--- src/rtl/spc_link_responder.sv ---
// Responder/observer for the spc single-wire pulse-width link: decodes bytes from
// low-pulse widths and answers read slots by holding the open-drain line low for 0-bits.
module spc_link_responder #(
    parameter int CNT_W        = 12,
    parameter int T_GLITCH     = 4,
    parameter int T_BIT_THRESH = 60,
    parameter int T_HOLD       = 120,
    parameter int T_RESET      = 600,
    parameter int T_IDLE       = 2000
) (
    input  logic       clk,
    input  logic       reset,
    input  logic       line_in,
    output logic       line_oe,
    input  logic [7:0] tx_data,
    input  logic       tx_load,
    output logic       tx_busy,
    output logic [7:0] rx_data,
    output logic       rx_valid,
    output logic       frame_rst,
    output logic       err
);

    if (!(T_GLITCH < T_BIT_THRESH && T_BIT_THRESH < T_HOLD && T_HOLD < T_RESET &&
          T_RESET < (2 ** CNT_W) - 1 && T_IDLE < (2 ** CNT_W))) begin : g_param_check
        $error("spc_link_responder: timing parameters out of order or too wide for CNT_W");
    end

    localparam logic [CNT_W-1:0] CNT_MAX  = {CNT_W{1'b1}};
    localparam logic [CNT_W-1:0] ONE_C    = {{(CNT_W-1){1'b0}}, 1'b1};
    localparam logic [CNT_W-1:0] GLITCH_C = CNT_W'(T_GLITCH);
    localparam logic [CNT_W-1:0] THRESH_C = CNT_W'(T_BIT_THRESH);
    localparam logic [CNT_W-1:0] HOLD_C   = CNT_W'(T_HOLD);
    localparam logic [CNT_W-1:0] RESET_C  = CNT_W'(T_RESET);
    localparam logic [CNT_W-1:0] IDLE_C   = CNT_W'(T_IDLE);

    logic             sync1_q, sync1_d, sync2_q, sync2_d, prev_q, prev_d;
    logic [CNT_W-1:0] low_cnt_q, low_cnt_d, high_cnt_q, high_cnt_d, hold_q, hold_d;
    logic [7:0]       rx_sr_q, rx_sr_d, rx_data_q, rx_data_d, tx_byte_q, tx_byte_d;
    logic [2:0]       rx_idx_q, rx_idx_d, tx_idx_q, tx_idx_d;
    logic             rx_valid_q, rx_valid_d, frame_rst_q, frame_rst_d, err_q, err_d;
    logic             tx_busy_q, tx_busy_d, line_oe_q, line_oe_d;
    logic             line_s, fall_s, rise_s, is_frst_s, is_bit_s, bit_val_s, timeout_s, abort_s;

    // Edge detection, duration counting, slot decode and transmit control.
    always_comb begin
        line_s    = sync2_q;
        fall_s    = prev_q & ~line_s;
        rise_s    = ~prev_q & line_s;
        sync1_d   = line_in;
        sync2_d   = sync1_q;
        prev_d    = line_s;

        // Counts include the edge cycle, so at a rise low_cnt equals the low width in clocks.
        if (fall_s) begin
            low_cnt_d = ONE_C;
        end else if (!line_s && low_cnt_q != CNT_MAX) begin
            low_cnt_d = low_cnt_q + ONE_C;
        end else begin
            low_cnt_d = low_cnt_q;
        end
        if (rise_s) begin
            high_cnt_d = ONE_C;
        end else if (line_s && high_cnt_q != CNT_MAX) begin
            high_cnt_d = high_cnt_q + ONE_C;
        end else begin
            high_cnt_d = high_cnt_q;
        end

        is_frst_s = rise_s && (low_cnt_q >= RESET_C);
        is_bit_s  = rise_s && (low_cnt_q >= GLITCH_C) && (low_cnt_q < RESET_C);
        bit_val_s = (low_cnt_q < THRESH_C);
        // prev_q excludes the rise cycle, where high_cnt still holds the previous phase.
        timeout_s = prev_q && line_s && (high_cnt_q == IDLE_C) && (rx_idx_q != 3'd0);
        abort_s   = is_frst_s || timeout_s;

        rx_sr_d     = rx_sr_q;
        rx_idx_d    = rx_idx_q;
        rx_data_d   = rx_data_q;
        rx_valid_d  = 1'b0;
        frame_rst_d = 1'b0;
        err_d       = 1'b0;
        if (is_frst_s) begin
            frame_rst_d = 1'b1;
            rx_idx_d    = 3'd0;
            rx_sr_d     = 8'h00;
        end else if (is_bit_s) begin
            rx_sr_d = {rx_sr_q[6:0], bit_val_s};
            if (rx_idx_q == 3'd7) begin
                rx_data_d  = {rx_sr_q[6:0], bit_val_s};
                rx_valid_d = 1'b1;
                rx_idx_d   = 3'd0;
            end else begin
                rx_idx_d = rx_idx_q + 3'd1;
            end
        end else if (timeout_s) begin
            err_d    = 1'b1;
            rx_idx_d = 3'd0;
            rx_sr_d  = 8'h00;
        end else begin
            rx_sr_d = rx_sr_q;
        end

        tx_byte_d = tx_byte_q;
        tx_idx_d  = tx_idx_q;
        tx_busy_d = tx_busy_q;
        line_oe_d = line_oe_q;
        hold_d    = hold_q;
        if (abort_s) begin
            tx_busy_d = 1'b0;
            line_oe_d = 1'b0;
            hold_d    = '0;
        end else begin
            if (line_oe_q) begin
                if (hold_q == '0) begin
                    line_oe_d = 1'b0;
                end else begin
                    hold_d = hold_q - ONE_C;
                end
            end else if (fall_s && tx_busy_q && !tx_byte_q[tx_idx_q]) begin
                line_oe_d = 1'b1;
                hold_d    = HOLD_C - ONE_C;
            end else begin
                line_oe_d = 1'b0;
            end
            if (is_bit_s && tx_busy_q) begin
                if (tx_idx_q == 3'd0) begin
                    tx_busy_d = 1'b0;
                end else begin
                    tx_idx_d = tx_idx_q - 3'd1;
                end
            end else begin
                tx_idx_d = tx_idx_q;
            end
        end
        // An abort in the same cycle frees the transmitter, so the load is taken afterwards.
        if (tx_load && (!tx_busy_q || abort_s)) begin
            tx_byte_d = tx_data;
            tx_busy_d = 1'b1;
            tx_idx_d  = 3'd7;
        end else begin
            tx_byte_d = tx_byte_d;
        end
    end

    // State registers; the line idles high, so synchronizer and last sample reset to 1.
    always_ff @(posedge clk or posedge reset) begin
        if (reset) begin
            sync1_q     <= 1'b1;
            sync2_q     <= 1'b1;
            prev_q      <= 1'b1;
            low_cnt_q   <= '0;
            high_cnt_q  <= '0;
            hold_q      <= '0;
            rx_sr_q     <= 8'h00;
            rx_idx_q    <= 3'd0;
            rx_data_q   <= 8'h00;
            rx_valid_q  <= 1'b0;
            frame_rst_q <= 1'b0;
            err_q       <= 1'b0;
            tx_byte_q   <= 8'h00;
            tx_idx_q    <= 3'd0;
            tx_busy_q   <= 1'b0;
            line_oe_q   <= 1'b0;
        end else begin
            sync1_q     <= sync1_d;
            sync2_q     <= sync2_d;
            prev_q      <= prev_d;
            low_cnt_q   <= low_cnt_d;
            high_cnt_q  <= high_cnt_d;
            hold_q      <= hold_d;
            rx_sr_q     <= rx_sr_d;
            rx_idx_q    <= rx_idx_d;
            rx_data_q   <= rx_data_d;
            rx_valid_q  <= rx_valid_d;
            frame_rst_q <= frame_rst_d;
            err_q       <= err_d;
            tx_byte_q   <= tx_byte_d;
            tx_idx_q    <= tx_idx_d;
            tx_busy_q   <= tx_busy_d;
            line_oe_q   <= line_oe_d;
        end
    end

    assign line_oe   = line_oe_q;
    assign tx_busy   = tx_busy_q;
    assign rx_data   = rx_data_q;
    assign rx_valid  = rx_valid_q;
    assign frame_rst = frame_rst_q;
    assign err       = err_q;

endmodule
--- config.mk ---
export PLATFORM = sky130hd
export DESIGN_NAME = spc_link_responder
export DESIGN_NICKNAME = d
export VERILOG_FILES = /design/src/rtl/spc_link_responder.sv
export SDC_FILE = /design/constraint.sdc
export NUM_CORES = 1
export LEC_CHECK = 0
export CAP_MARGIN = 20
export CELL_PAD_IN_SITES_DETAIL_PLACEMENT = 1
export CELL_PAD_IN_SITES_GLOBAL_PLACEMENT = 1
export CORE_ASPECT_RATIO = 0.7
export CORE_MARGIN = 1.5
export CORE_UTILIZATION = 40
export CTS_CLUSTER_DIAMETER = 100
export CTS_CLUSTER_SIZE = 16
export DETAILED_ROUTE_END_ITERATION = 10
export PLACE_DENSITY = 0.74
export SLEW_MARGIN = 0
export SYNTH_ARGS = -nofsm -noshare
export SYNTH_HDL_FRONTEND = slang
export SYNTH_SLANG_ARGS = --single-unit
--- constraint.sdc ---
create_clock -name clk -period 2.6 [get_ports clk]
set_clock_uncertainty 0.1 [all_clocks]
set_input_delay 0.65 -clock clk [delete_from_list [all_inputs] [get_ports clk]]
set_output_delay 0.65 -clock clk [all_outputs]
set_load 0.05 [all_outputs]
==> After elaboration in Yosys (flattened, before gate mapping) <==
Index checks and enable logic that the tools add are counted.
{ "word_totals": {"latchBits": 0, "n_memories": 0, "out_inout_bits": 13, "in_bits": 12, "ramBits": 0, "rom_bits": 0, "register_bits": 73} }
{ "classes": {"mul": 0, "n_reduce_logical": 31, "add_sub_neg": 5, "n_div": 0, "n_eq_ne": 7, "n_bitwise": 5, "shift": 0, "mux": 36, "magnitude_cmp": 5} }
{ "op_table": {"columns": ["cell", "n"], "rows": [
  ["$mux W12", 8],
  ["$add A12 B1 Y12 const B", 2],
  ["$mux W3", 8],
  ["$ne A12 B12 Y1 const B", 2],
  ["$mux W7", 3],
  ["$mux W1", 16],
  ["$reduce_bool A3 Y1", 5],
  ["$eq A12 B11 Y1 const B", 1],
  ["$ge A12 B10 Y1 const B", 1],
  ["$ge A12 B3 Y1 const B", 1],
  ["$logic_and A1 B1 Y1", 12],
  ["$logic_not A12 Y1", 1],
  ["$lt A12 B10 Y1 const B", 1],
  ["$lt A12 B6 Y1 const B", 1],
  ["$sub A12 B1 Y12 const B", 1],
  ["$reduce_and A3 Y1", 2],
  ["$reduce_bool A2 Y1", 3],
  ["$lt A3 B4 Y1 const B", 1],
  ["$ne A2 B1 Y1 const B", 2],
  ["$reduce_and A2 Y1", 2],
  ["$add A3 B1 Y3 const B", 1],
  ["$bmux W1 S3", 1],
  ["$eq A3 B3 Y1 const B", 1],
  ["$logic_not A1 Y1", 3],
  ["other kinds (6)", 10]
]} }

==> Depth between registers and ports, before layout <==
Gate-level depths: netlist (run 1).
{ "depth": {"word_depth": 8, "mapped_depth": 8} }

==> Least setup slack after synthesis (run 1) <==
Ideal clock, no wire load.
{ "synth_path": {"kind": "reg2reg", "startpoint": "register hold_q[0]", "endpoint": "register hold_q[11]", "t_required_ns": 2.401, "setup_ns": 0.099, "stages_incl_launch_ff": 8, "arrival_ns": 2.052, "n_path_buf": 1, "path_slack_ns": 0.349, "period_less_slack_ns": 2.251, "cell_sequence": "dfrtp_1 inv_1 ha_1 or3b_1 clkbuf_1 o41a_1 or2_4 a311oi_1"} }
{ "synth_between": {"elab_chain_cells": 4, "elab_cells_between_ends": 7, "classes_between": "add/sub (1); eq/ne (1); mux (3); reduce/logical (2)"} }
{ "synth_lines": {"columns": ["item", "line", "source"], "rows": [
  ["from (decl)", "38", "logic [CNT_W-1:0] low_cnt_q, low_cnt_d, high_cnt_q, high_cnt_d, hold_q, hold_d;"],
  ["from (signal assigned)", "171", "hold_q <= hold_d;"],
  ["$sub A12 B1 Y12", "118", "hold_d = hold_q - ONE_C;"],
  ["$mux W12", "115", "if (hold_q == '0) begin"],
  ["$mux W12", "114", "if (line_oe_q) begin"],
  ["$mux W12", "109", "if (abort_s) begin"]
]} }
Parallel ways exist; a longest one is shown, timed or not. The select of a mux whose other input is x is not followed.
A chain may end at the register's enable or synchronous reset.

==> Worst setup path in the final report (run 1) <==
{ "layout_path": {"startpoint": "register line_oe_q, in the netlist line_oe", "endpoint": "output port line_oe"} }
{ "layout_rtl": {"columns": ["item", "line", "source"], "rows": [
  ["from (decl)", "42", "logic tx_busy_q, tx_busy_d, line_oe_q, line_oe_d;"],
  ["from (signal assigned)", "181", "line_oe_q <= line_oe_d;"],
  ["to (decl)", "14", "output logic line_oe,"]
]} }
No word-level cell between the ends.

==> impl_metrics.csv, run 1 <==
group,metric,value,unit
outcome,status,"completed",
logic_synthesis,synth_cell_types,54,
drt,drt-met1-wl,4.430,mm
logic_synthesis,synth_ff_type,"dfrtp_1",
setup_path,worstReg2RegStart,"low_cnt_q[6]",
power_and_ir_drop,irDropWorstVdd,0.4992,mV
floorplan,die-area,0.009677,mm^2
drt,dr.pass1.iters,4,
setup_path,crit_fanout,6,
power_and_ir_drop,p_per_area,867.0,mW/mm^2
sta,post-route-period-util,0.9402,
grt,grt_pass1_wl,14.69,mm
drt,drtIter0Drc,112,
setup_path,rr_worst_depth,5,
drt,drt-total-wl,8.753,mm
logic_synthesis,avgSynthCellArea,10.72,um^2
hold_path,holdCritPathClass,"reg2reg",
cells_and_area,nNetsFinal,389,
cts,clockRootBuffer,"clkbuf_16",
drt,met3_length,333,um
grt,antenna_found_initial,0,
setup_path,arrival,1690,ps
cts,clk_pin_slew,60,ps
sta,worst_slew_pin_slew,783.0,ps
flow_run,max_cap_violations,0,
floorplan,die_y,82.76,um
setup_path,start_kind,"flop",
logic_synthesis,syn-num-nets,361,
drt,wl_per_cell,17.79,um
sta,finalMaxSlewViolations,0,
cells_and_area,drive_above_1_share,0.1398,
grt,grt_pass1_vias,2916,
power_and_ir_drop,p_leak,1.951,nW
sta,hold_viol,0,
setup_path,cp_num_buf_inv,1,
drt,post-route-drc-count,0,
setup_path,crit_required,1850,ps
setup_path,path_cells,"clkdlybuf4s50_1",
setup_path,setup.worst_path.end_class,"output port",
drt,antenna_left,0,
grt,grt_start_max_net_pins,74,
sta,finalSetupViolations,0,
sta,fin_tns_setup,0,ps
floorplan,core_area,0.008618,mm^2
logic_synthesis,synth_cells,339,
setup_path,cp.depth,1,
drt,route.met2.wl,3.910,mm
logic_synthesis,synth_area,0.003635,mm^2
setup_path,cpPeakStageDelay,860,ps
setup_path,reg2reg_setup_slack,160,ps
logic_synthesis,ys.warnings.count,0,
cells_and_area,n_fill_cell,964,
sta,fmax,409.1,MHz
cts,cts_tree,"yes",
logic_synthesis,synth-seq-area-share,0.5036,
place,pre_cts_slack,148.9,ps
grt,grt-ovfl-total,0,
floorplan,start_util,0.4217,
drt,num_vias,2716,
setup_path,crit_type,"reg2out",
floorplan,die_x,116.9,um
cts,insertion_delay,340,ps
sta,hold_ws,264.6,ps
hold_path,hold_depth,0,
cts,cts_hold_buf,0,
cts,clock-sinks,73,
cells_and_area,diodes,0,
logic_synthesis,async_reset_ff_frac,1.000,
cells_and_area,area_growth,20.07,%
sta,min_period,2444,ps
hold_path,hold_end,"line_s",
hold_path,holdCritStartpoint,"sync1_q",
grt,grt_usage,0.2045,
cts,cts_buffers,9,
cts,htreeDepth,3,
setup_path,critical_path.top_delay_family,"buffers and inverters",
floorplan,rows,28,
logic_synthesis,synth_edf_count,0,
drt,viasPerCell,5.520,
place,dp_hpwl,5.933,mm
place,routabilityCongestion,0.8330,
floorplan,pin_count,25,
setup_path,slowest_stage,"clkdlybuf4s50_1",
drt,highest_layer,"met4",
sta,rsz0062_at_grt,"no",
cts,ctsLongestPathBuffers,2,
sta,slew_headroom,0.4780,
place,io_buffers,24,
logic_synthesis,ys_ff_latch,73,
setup_path,r2r-end,"rx_data[4]",
sta,setup_ws,155.6,ps
==> synth_stat cells, types with 8 or more instances <==
| cell type | count | share of area |
|---|---|---|
| xnor2_1 | 8 | 0.019 |
| dfrtp_1 | 70 | 0.48 |
| nor2_1 | 32 | 0.033 |
| nand2_1 | 17 | 0.018 |
| nor3_1 | 11 | 0.015 |
| o21ai_0 | 9 | 0.012 |
| mux2_2 | 17 | 0.053 |
| ha_1 | 10 | 0.034 |
| xor2_1 | 9 | 0.022 |
| inv_1 | 16 | 0.017 |
| clkbuf_1 | 8 | 0.0083 |
| nor4_1 | 12 | 0.021 |
| nand3_1 | 13 | 0.018 |
| a22o_1 | 9 | 0.022 |
==> per-layer routing <==
metal / GRT usage / vias to the layer above
met4: 0.04819 / 0
met3: 0.07226 / 5
met2: 0.3199 / 45
li1: - / 1296
met1: 0.2737 / 1370
met5: 0 / -
==> flip-flops by register name, summed over array words and instances (netlist names) <==
signal,cells
rx_data,8
low_cnt_q,12
rx_sr_q,7
line_oe,1
err,1
rx_valid,1
tx_byte_q,8
hold_q,12
tx_busy,1
high_cnt_q,12
frame_rst,1
sync1_q,1
rx_idx_q,3
tx_idx_q,3
line_s,1
prev_q,1
==> layout make-up <==
| class | count | area, um^2 | area share |
|---|---|---|---|
| sequential | 73 | 1831 | 0.4194 |
| clock inverter | 5 | 77.57 | 0.01778 |
| multi-input combinational | 237 | 1695 | 0.3885 |
| timing repair buffer | 30 | 297.8 | 0.06823 |
| clock buffer | 11 | 252.7 | 0.05791 |
| tap | 120 | 150.1 | 0.03440 |
| inverter | 16 | 60.06 | 0.01376 |
==> worst max path at each step <==
stage,end,slack [ps],start
2_1_floorplan,err,2,reset
3_3_place_gp,hold_q[8],240,prev_q
3_5_place_dp,hold_q[8],150,prev_q
4_1_cts,hold_q[8],150,prev_q
5_1_grt,hold_q[8],20,prev_q
6_report,line_oe,160,line_oe
==> metrics by stage <==
step / cells / area [um^2] / utilization / power (mW)
2_1_floorplan: 339 / 3635 / - / 2.167
3_3_place_gp: 476 / 4025 / 0.4670 / 2.360
3_5_place_dp: 476 / 4025 / 0.4670 / 2.424
4_1_cts: 492 / 4355 / 0.5054 / 3.819
5_1_grt: 492 / 4364 / 0.5064 / 3.997
6_report: 492 / 4364 / 0.5064 / 3.784
==> where the power goes <==
| part | internal [mW] | switching [mW] | total [mW] | leakage, nW |
|---|---|---|---|---|
| Clock | 0.889 | 0.485 | 1.37 | 0.162 |
| Sequential | 1.36 | 0.241 | 1.60 | 0.947 |
| Combinational | 0.395 | 0.416 | 0.812 | 0.843 |
==> kinds of logic (layout without fill, tap and decap cells) <==
group,count (synthesis),in the layout,synth area share
multiplexers,23,23,0.07263
AND/OR/NAND/NOR,131,131,0.1959
adder cells (fa/ha/maj),10,10,0.03442
flip-flops,73,73,0.5036
buffers and inverters,29,62,0.03236
AO/OA/AOI/OAI,56,56,0.1201
XOR/XNOR,17,17,0.04097
==> placed cells by master (no fill, tap or decap), types with 8 or more instances in the layout <==
cell             Yosys  final
xnor2_1              8      8
dfrtp_1             70     70
nand2_1             17     17
mux2_2              17     17
xor2_1               9      9
nor4_1              12     11
clkbuf_16            0      9
inv_1               16     15
a22o_1               9      9
nand3_1             13     13
clkdlybuf4s50_1      0     24
ha_1                10     10
o21ai_0              9      9
nor2_1              32     31
nor3_1              11     11
==> timing repair <==
item	in CTS	in global routing
endpoints found under the hold margin	0	0
buffers inserted	0	0
gates resized for setup	0	2
setup endpoints to repair	0	2
Power figures use the tool's default switching activity.
==> run 2: changes to the inputs <==
- DONT_BUFFER_PORTS: default -> 1
- PLACE_DENSITY: 0.74 -> default
- PLACE_DENSITY_LB_ADDON: default -> 0.05
==> impl_metrics.csv, run 2 (synthesis gave the netlist of run 1 again) <==
group,metric,value,unit
setup_path,crit_fanout,12,
sta,rsz0062_at_grt,"no",
drt,drt-total-wl,8.680,mm
cts,insertion_delay,340,ps
place,io_buffers,0,
setup_path,crit_required,2690,ps
place,routabilityCongestion,0.7559,
drt,wl_per_cell,18.08,um
cells_and_area,multiInputGateArea,0.001704,mm^2
cells_and_area,final_cells,480,
place,place_inst,464,
drt,drtIter0Drc,131,
floorplan,die_y,82.76,um
setup_path,rr_worst_depth,7,
sta,setup_ws,183.7,ps
cts,clockRootBuffer,"clkbuf_16",
sta,slew_headroom,0.4499,
power_and_ir_drop,irDropWorstVdd,0.3986,mV
cells_and_area,nNetsFinal,377,
setup_path,cp_num_buf_inv,2,
floorplan,rows,28,
setup_path,r2r-end,"hold_q[2]",
cts,clk_pin_slew,60,ps
place,pre_cts_slack,77.12,ps
sta,finalSetupViolations,0,
setup_path,cp.depth,7,
hold_path,holdCritPathClass,"in2async",
cells_and_area,area_growth,16.04,%
setup_path,crit_end,"hold_q[2]",
floorplan,pin_count,25,
floorplan,die_x,116.9,um
drt,post-route-drc-count,0,
sta,fin_tns_setup,0,ps
cts,cts_hold_buf,0,
floorplan,die-area,0.009677,mm^2
setup_path,cpPeakStageDelay,520,ps
cells_and_area,drive_above_1_share,0.1778,
outcome,status,"completed",
sta,fmax,413.9,MHz
cells_and_area,final_common_cell,"dfrtp_1",
floorplan,start_util,0.4217,
cells_and_area,layout_common_cells,"dfrtp_1 (70), nor2_1 (31), nand2_1 (17), mux2_2 (17), buf_4 (17)",
drt,viasPerCell,5.577,
sta,finalMaxSlewViolations,0,
cells_and_area,diodes,0,
floorplan,core_area,0.008618,mm^2
power_and_ir_drop,p_per_area,885.3,mW/mm^2
cells_and_area,final_core_util,0.4894,
sta,min_period,2416,ps
flow_run,max_cap_violations,0,
grt,grt_start_max_net_pins,74,
setup_path,setup.worst_path.end_class,"flop",
cells_and_area,reg_top3,"high_cnt_q x12, hold_q x12, low_cnt_q x12",
sta,post-route-period-util,0.9293,
setup_path,crit_type,"reg2reg",
cts,cts_buffers,9,
grt,grt_pass1_vias,2747,
sta,worst_slew_pin_slew,825.2,ps
drt,num_vias,2677,
setup_path,worstReg2RegStart,"hold_q[0]",
grt,grt-ovfl-total,0,
sta,hold_viol,0,
sta,hold_ws,173.6,ps
cts,ctsLongestPathBuffers,2,
cells_and_area,n_fill_cell,963,
grt,antenna_found_initial,0,
grt,grt_pass1_wl,14.39,mm
cts,clock-sinks,73,
setup_path,path_cells,"inv_1 > ha_1 > or3b_1 > o41a_1 > buf_4 > a211oi_1 > a311oi_1",
place,dp_hpwl,5.995,mm
grt,grt_usage,0.1982,
cts,htreeDepth,3,
setup_path,slowest_stage,"or3b_1",
setup_path,critical_path.top_delay_family,"compound AO/OA/AOI/OAI gates",
setup_path,startpoint,"hold_q[0]",
setup_path,start_kind,"flop",
drt,antenna_left,0,
cts,cts_tree,"yes",
setup_path,reg2reg_setup_slack,180,ps
setup_path,arrival,2510,ps
cells_and_area,seqCellArea,0.001831,mm^2
drt,dr.pass1.iters,4,
power_and_ir_drop,p_leak,1.924,nW
==> run 2: cell count changes in the layout (fill, tap and decap cells not counted), sizes merged <==
cell	before	now
buf	6	18
clkbuf	11	9
clkdlybuf4s50	24	0
clkinvlp	1	0
inv	16	19
==> run 2: worst min path at each step <==
stage                end  slack (ps)  depth (start not counted)
2_1_floorplan     line_s         250                          0
3_3_place_gp      line_s         270                          0
3_5_place_dp      line_s         260                          0
4_1_cts        frame_rst         190                          2
5_1_grt          sync1_q         190                          0
6_report       frame_rst         170                          2
==> run 2: worst register-to-register path, cell delays in order (launching register included) <==
cell and delay [ps]:
dfrtp_1 420, inv_1 70, ha_1 180, or3b_1 520, o41a_1 450, buf_4 190
a211oi_1 260, a311oi_1 90
==> run 2: layer usage <==
metal	part of all wire	global-route usage	wire length (um)	vias up
met3	0.027	0.05182	238	7
li1	-	-	-	1274
met2	0.43	0.2901	3770	31
met1	0.53	0.2883	4588	1365
met5	0	0	0	-
met4	0.0094	0.05783	82	0
==> run 2: final cells by class <==
type	count	share of cell area
Sequential cell	73	0.4340
Multi-Input combinational cell	237	0.4040
Clock buffer	9	0.05340
Tap cell	120	0.03560
Timing Repair Buffer	18	0.03500
Clock inverter	7	0.02373
Inverter	16	0.01424
==> run 2: power breakdown <==
part,switching (mW),internal (mW),total [mW]
sequential,0.242,1.36,1.60
combinational,0.410,0.374,0.783
clock,0.501,0.850,1.35
total,1.15,2.58,3.73
==> run 2: stage by stage <==
| step | power [mW] | area, um^2 |
|---|---|---|
| final | 3.734 | 4218 |
| after floorplan | 2.167 | 3635 |
| after global routing | 3.942 | 4218 |
| after CTS | 3.785 | 4200 |
| after detailed placement | 2.390 | 3875 |
| after global placement | 2.350 | 3875 |
==> run 2: what timing repair did <==
| action | 4_1_cts | 5_1_grt |
|---|---|---|
| gates resized for setup | 0 | 3 |
| setup buffers | 0 | 0 |
| setup endpoints to repair | 0 | 19 |
==> run 3: changes to the inputs <==
- CORE_MARGIN: 1.5 -> default
==> impl_metrics.csv, run 3 (synthesis gave the netlist of run 1 again) <==
group,metric,value,unit
place,place_area,0.003882,mm^2
cells_and_area,final_cells,481,
power_and_ir_drop,switching_share,0.3135,
cts,clockRootBuffer,"clkbuf_16",
sta,hold_ws,142.8,ps
grt,grt_pass1_vias,2617,
cts,htreeDepth,3,
cells_and_area,final_common_cell,"dfrtp_1",
floorplan,rows,28,
place,routabilityCongestion,0.7887,
setup_path,crit_type,"reg2reg",
floorplan,pin_count,25,
floorplan,start_util,0.4217,
power_and_ir_drop,p_comb_frac,0.214,
sta,worst_slew_pin_slew,806.8,ps
cts,cts_buffers,9,
power_and_ir_drop,p_switching,1.150,mW
power_and_ir_drop,clkPwrFrac,0.351,
floorplan,core_area,0.008618,mm^2
sta,finalSetupViolations,0,
sta,post-route-period-util,0.9342,
cells_and_area,drive_above_1_share,0.1828,
place,pre_cts_slack,28.00,ps
drt,post-route-drc-count,0,
drt,viasPerCell,5.489,
power_and_ir_drop,intPower,2.518,mW
cells_and_area,design_area,0.004210,mm^2
cells_and_area,reg_top3,"high_cnt_q x12, hold_q x12, low_cnt_q x12",
sta,min_period,2429,ps
place,place_inst,465,
power_and_ir_drop,irDropWorstVdd,0.4324,mV
setup_path,start_kind,"flop",
sta,hold_viol,0,
sta,fin_tns_setup,0,ps
cells_and_area,seqCellArea,0.001831,mm^2
drt,drtIter0Drc,107,
cells_and_area,diodes,0,
cells_and_area,multiInputGateArea,0.001703,mm^2
grt,grt_pass1_wl,13.52,mm
place,dp_hpwl,6.027,mm
setup_path,arrival,2540,ps
grt,grt_start_max_net_pins,33,
sta,slew_headroom,0.4622,
sta,fmax,411.7,MHz
outcome,status,"completed",
floorplan,die_y,81.76,um
sta,setup_ws,171.1,ps
grt,grt_usage,0.1915,
drt,num_vias,2640,
cells_and_area,layout_common_cells,"dfrtp_1 (70), nor2_1 (31), buf_4 (18), mux2_2 (17), nand2_1 (16)",
sta,finalMaxSlewViolations,0,
setup_path,crit_fanout,7,
cts,ctsLongestPathBuffers,2,
cts,cts_hold_buf,0,
floorplan,die-area,0.009478,mm^2
hold_path,holdCritPathClass,"in2async",
grt,grt-ovfl-total,0,
power_and_ir_drop,p_per_area,871.0,mW/mm^2
cts,insertion_delay,330,ps
sta,rsz0062_at_grt,"no",
setup_path,crit_required,2710,ps
cells_and_area,area_growth,15.83,%
power_and_ir_drop,p_leak,1.920,nW
cts,cts_tree,"yes",
cts,clock-sinks,73,
cts,clk_pin_slew,60,ps
cells_and_area,nNetsFinal,378,
grt,antenna_found_initial,0,
place,io_buffers,0,
setup_path,reg2reg_setup_slack,170,ps
drt,antenna_left,0,
drt,wl_per_cell,17.28,um
flow_run,max_cap_violations,0,
cells_and_area,n_fill_cell,969,
drt,dr.pass1.iters,4,
floorplan,die_x,115.9,um
drt,drt-total-wl,8.312,mm
power_and_ir_drop,seq_power_share,0.436,
setup_path,setup.worst_path.end_class,"flop",
run 3: power groups by stage:
stage	clock network, mW	registers (mW)	logic (mW)
finish	1.29	1.60	0.784
global route	1.37	1.63	0.892
CTS	1.32	1.59	0.794
detailed placement	0	1.61	0.787
global placement	0	1.60	0.750
floorplan	0	1.57	0.601
run 3: worst paths after layout:
| path | from | endpoint | cells past startpoint |
|---|---|---|---|
| max | hold_q[0] | hold_q[9] | 6 |
| max reg2reg | hold_q[0] | hold_q[9] | 6 |
| max in group asynchronous | reset | tx_byte_q[4] | 2 |
| min in group clk | line_in | sync1_q | 0 |
| min | reset | rx_data[7] | 1 |
| min reg2reg | sync1_q | line_s | 0 |
run 3: routing by layer:
layer  vias up  routed length (um)  share of wire  global-route usage
met5         -                   0              0                   0
met1      1313                4584           0.55              0.2933
li1       1277                   -              -                   -
met2        38                3368           0.41              0.2589
met3        12                 257          0.031             0.04797
met4         0                 102          0.012             0.06154
run 3: cell type report:
cell class                      count  share of cell area
Sequential cell                    73              0.4348
Multi-Input combinational cell    237              0.4045
Clock buffer                       10             0.05676
Timing Repair Buffer               19             0.03685
Tap cell                          120             0.03566
Clock inverter                      6             0.01724
Inverter                           16             0.01426
run 3: what timing repair did:
action / 4_1_cts / 5_1_grt
setup endpoints to repair: 1 / 20
setup buffers: 0 / 0
gates resized for setup: 1 / 3
run 3: worst max-delay path, stage by stage (launching register included):
cell      delay [ps]
dfrtp_1          420
inv_1             80
ha_1             200
or3b_4           460
o41a_1           420
or2_4            290
a311oi_1         330
run 3: metrics by stage:
step / power, mW / utilization
3_3_place_gp: 2.351 / 0.4505
6_report: 3.667 / 0.4885
2_1_floorplan: 2.167 / -
3_5_place_dp: 2.394 / 0.4505
5_1_grt: 3.891 / 0.4885
4_1_cts: 3.710 / 0.4877
==> RTL edit 1: new RTL, settings of run 2 <==
`rx_data_q` no longer has a reset.
--- a/src/rtl/spc_link_responder.sv
+++ b/src/rtl/spc_link_responder.sv
@@ -154,7 +154,6 @@
             hold_q      <= '0;
             rx_sr_q     <= 8'h00;
             rx_idx_q    <= 3'd0;
-            rx_data_q   <= 8'h00;
             rx_valid_q  <= 1'b0;
             frame_rst_q <= 1'b0;
             err_q       <= 1'b0;
@@ -171,7 +170,6 @@
             hold_q      <= hold_d;
             rx_sr_q     <= rx_sr_d;
             rx_idx_q    <= rx_idx_d;
-            rx_data_q   <= rx_data_d;
             rx_valid_q  <= rx_valid_d;
             frame_rst_q <= frame_rst_d;
             err_q       <= err_d;
@@ -182,6 +180,10 @@
         end
     end
 
+    always_ff @(posedge clk) begin
+        rx_data_q <= rx_data_d;
+    end
+
     assign line_oe   = line_oe_q;
     assign tx_busy   = tx_busy_q;
     assign rx_data   = rx_data_q;
Function: no difference found for any inputs over 10 cycles, from zero or initial values and one cycle with reset high; that may be too few to reach the edited logic, so the function may still have changed.
==> RTL edit 1 against run 2 <==
Largest cell class unchanged; sequential cell count unchanged; combinational power rose by 0.5%; total power increased by 0.52%; synthesized area decreased by 1.1%; sequential share of layout area up 1.9 points; worst setup slack better by 0.026 ns; routed wire length is 5.0% lower; die area fell by 1.0%; critical path type unchanged; critical endpoint unchanged; sequential power about the same; maximum frequency is 1.1% higher; cell area down 2.0%; global-route usage shrank 0.36 points; final cell count fell by 2.1%.
==> RTL edit 1: results (changes against run 2) <==
status finished clean (unchanged); Post-CTS Resized 0 (unchanged); Cells after DPL 454 (was 464); Final Wtd Congestion 0.735 (was 0.756); peak supply drop 0.605 mV (was 0.399 mV); commonest cells in the netlist dfrtp_1 (62), nor2_1 (35), nand2_1 (17) (was dfrtp_1 (70), nor2_1 (32), mux2_2 (17), nand2_1 (17), inv_1 (16)); Final nets 367 (was 377); htree depth 3 (unchanged); Worst-Skew Late Latency 0.34 ns (about the same); Synth area leaders dfrtp_1 (43%), edfxtp_1 (6.7%), nor2_1 (3.7%), ha_1 (3.5%), mux2_2 (2.8%) (was dfrtp_1 (48%), mux2_2 (5.3%), ha_1 (3.4%), nor2_1 (3.3%), dfstp_2 (2.2%)); Async SR Flop Fraction 89.0% (was 100%); wire per inst 17.5 um (was 18.1 um); sequential share of the synthesized area 52.0% (was 50.4%); synth unique cells 53 (was 54); DR top layer met4 (unchanged); routed wire length 8250 um (was 8680 um); share of cells above drive strength 1 15.1% (was 17.8%); vias in the first global route 2668 (was 2747); Crit Path Max Fanout 13 (was 12); Mean Syn Cell Area 10.8 um^2 (was 10.7 um^2); FF-to-FF End hold_q[2]$_DFFE_PP0P_ (unchanged); Total GRT Usage 19.5% (was 19.8%); met2 wire length 3440 um (was 3770 um); Met1 Routed Length 4380 um (was 4590 um); CP Launch Point hold_q[11]$_DFFE_PP0P_ (was hold_q[0]$_DFFE_PP0P_); DR iter-0 viols 136 (was 131); largest net degree at the start of global routing 66 (was 74); R2R Setup Slk 0.21 ns (was 0.18 ns); Leak Pwr 1.80 nW (was 1.92 nW); net count after synthesis 355 (was 361); HPWL after detailed placement 5700 um (was 6000 um); DR pass1 iterations 4 (unchanged); EDFF count, synth 8 (was 0); clk slew on worst S/H paths 0.07 ns; slew of the pin with the lowest slew margin 0.748 ns (was 0.825 ns); data arrival time of the worst path 2.48 ns (was 2.51 ns); met3 wire length 324 um (was 238 um); cells on worst reg2reg path 5 (was 7); first-pass GRT wire length 14000 um (was 14400 um); vias per std cell 5.66 (was 5.58)
==> RTL edit 1: how the worst min path moves through the flow <==
stage	endpoint	slack, ns
4_1_cts	tx_byte_q[0]$_DFFE_PP0P_	0.17
6_report	tx_idx_q[0]$_DFFE_PP0P_	0.16
3_5_place_dp	line_s$_DFF_PP1_	0.25
3_3_place_gp	line_s$_DFF_PP1_	0.25
5_1_grt	tx_idx_q[0]$_DFFE_PP0P_	0.17
2_1_floorplan	line_s$_DFF_PP1_	0.25
==> RTL edit 1: cells by family after synthesis <==
| kind of cell | Yosys count | synth area share [%] |
|---|---|---|
| AND/OR/NAND/NOR | 121 | 17.8 |
| flip-flops | 73 | 52.0 |
| multiplexers | 12 | 4.35 |
| XOR/XNOR | 17 | 4.14 |
| buffers and inverters | 27 | 3.03 |
| adder cells (fa/ha/maj) | 10 | 3.48 |
| AO/OA/AOI/OAI | 73 | 15.2 |
==> RTL edit 1: report_power, final <==
group,switching (mW),leakage [nW],total (mW),internal (mW)
clock,0.511,0.162,1.36,0.851
sequential,0.222,0.913,1.60,1.38
combinational,0.416,0.724,0.787,0.372
total,1.15,1.80,3.75,2.60
==> RTL edit 1: per-layer routing <==
layer | up-vias | GRT usage (%)
met5 | - | 0
met4 | 0 | 5.49
met3 | 11 | 5.99
met2 | 45 | 28.2
met1 | 1352 | 28.0
li1 | 1250 | -
==> RTL edit 1: final cells by class <==
class | count | area, um^2
clock buffers | 9 | 225
clock inverters | 7 | 103
inverters | 15 | 56.3
flip-flops and latches | 73 | 1870
fillers | 928 | 4450
multi-input cells | 233 | 1620
repair buffers | 13 | 110
well taps | 120 | 150
==> RTL edit 1: metrics by stage <==
step	area, um^2	worst slack (ns)	util (%)	hold WS [ns]
6_report	4130	0.210	48.1	0.156
5_1_grt	4130	0.0229	48.1	0.174
4_1_cts	4130	0.145	48.1	0.172
3_5_place_dp	3800	0.245	44.3	0.250
3_3_place_gp	3800	0.286	44.3	0.247
2_1_floorplan	3600	0.229	-	0.245
==> RTL edit 1: worst max-delay path, stage by stage, from the launching register on <==
cell and delay [ns]:
dfrtp_1 0.43, or4_1 0.62, o41a_1 0.36, a41o_1 0.42
a21oi_1 0.23, a311oi_1 0.09
==> RTL edit 2: new RTL, settings of run 2 <==
Without the edit above. Set the parameter `CNT_W` to 13 (it was 12).
--- a/src/rtl/spc_link_responder.sv
+++ b/src/rtl/spc_link_responder.sv
@@ -1,7 +1,7 @@
 // Responder/observer for the spc single-wire pulse-width link: decodes bytes from
 // low-pulse widths and answers read slots by holding the open-drain line low for 0-bits.
 module spc_link_responder #(
-    parameter int CNT_W        = 12,
+    parameter int CNT_W        = 13,
     parameter int T_GLITCH     = 4,
     parameter int T_BIT_THRESH = 60,
     parameter int T_HOLD       = 120,
Formal check against the unedited RTL: no difference found for any inputs over 10 cycles, from zero or initial values and one cycle with reset high; that may be too few to reach the edited logic, so the function may still have changed.
==> RTL edit 2 against run 2 <==
Final cell count grew 10%; routed wire length grew 8.3%; core utilization shrank 3.0 points; sequential cell count grew 3; critical path type unchanged; total power grew 1.3%; cell area grew 5.5%; synthesized area grew 9.1%; count of clock-buffer cells in the layout grew 1; worst setup slack gained 0.063 ns; first-iteration DRC count shrank 18%.
==> RTL edit 2: results (changes against run 2) <==
FF-to-FF End hold_q[8]$_DFFE_PP0P_ (was hold_q[2]$_DFFE_PP0P_); met2 wire length 4080 um (was 3770 um); Setup WS pre-CTS 0.201 ns (was 0.0771 ns); status finished clean (unchanged); Cells after DPL 512 (was 464); peak supply drop 0.579 mV (was 0.399 mV); Final Wtd Congestion 0.792 (was 0.756); met3 GRT Util 4.93% (was 5.18%); Crit Path Max Fanout 5 (was 12); routed wire length 9400 um (was 8680 um); P_int 2.55 mW (was 2.58 mW); Leak Pwr 1.94 nW (was 1.92 nW); slowest stage cell, crit path or3b_2 (was or3b_1); Final nets 417 (was 377); Total GRT Usage 19.9% (was 19.8%); largest net degree at the start of global routing 41 (was 74); met3 wire length 324 um (was 238 um); first-pass GRT wire length 16300 um (was 14400 um); DR iter-0 viols 107 (was 131); Gate Count Post-Synth 390 (was 339); sequential power share 43.1% (was 42.8%); vias in the first global route 3131 (was 2747); Placed Area 4160 um^2 (was 3870 um^2); top flop regs high_cnt_q (13), hold_q (13), low_cnt_q (13) (was high_cnt_q (12), hold_q (12), low_cnt_q (12)); commonest cells in the netlist dfrtp_1 (73), nand2_1 (33), inv_1 (31) (was dfrtp_1 (70), nor2_1 (32), mux2_2 (17), nand2_1 (17), inv_1 (16)); DR vias 3028 (was 2677)
-- RTL edit 2: worst max-delay path by stage --
| stage | startpoint | endpoint | slack (ns) | cells after the start |
|---|---|---|---|---|
| CTS | hold_q[0]$_DFFE_PP0P_ | hold_q[8]$_DFFE_PP0P_ | 0.23 | 7 |
| detailed placement | hold_q[0]$_DFFE_PP0P_ | hold_q[8]$_DFFE_PP0P_ | 0.20 | 7 |
| floorplan | line_s$_DFF_PP1_ | tx_byte_q[0]$_DFFE_PP0P_ | 0.31 | 8 |
| global route | hold_q[0]$_DFFE_PP0P_ | hold_q[8]$_DFFE_PP0P_ | 0.03 | 7 |
| global placement | hold_q[0]$_DFFE_PP0P_ | hold_q[8]$_DFFE_PP0P_ | 0.34 | 7 |
| finish | hold_q[0]$_DFFE_PP0P_ | hold_q[8]$_DFFE_PP0P_ | 0.25 | 7 |
-- RTL edit 2: area by class of cell --
type / instances / area (um^2)
Fill cell: 1076 / 5230
Sequential cell: 76 / 1910
Multi-Input combinational cell: 258 / 1820
Clock buffer: 10 / 229
Tap cell: 128 / 160
Timing Repair Buffer: 17 / 140
Inverter: 33 / 128
Clock inverter: 6 / 65.1
-- RTL edit 2: cell families (layout without fill, tap and decap cells) --
kind of cell | after synthesis | count (layout) | share of synthesized area, %
simple gates | 119 | 119 | 15.5
xor+xnor | 17 | 17 | 3.75
mux | 21 | 21 | 6.69
compound gates | 91 | 91 | 16.9
fa+ha+maj | 10 | 10 | 3.15
flops | 76 | 76 | 48.0
buf+inv | 56 | 66 | 5.96
-- RTL edit 2: worst max-delay path, delay by kind of cell, from the launching register on --
kind / cells / cell delay [ns]
adder cells (fa/ha/maj): 1 / 0.21
flip-flops: 1 / 0.42
buffers and inverters: 1 / 0.08
AND/OR/NAND/NOR: 2 / 0.72
AO/OA/AOI/OAI: 3 / 0.73
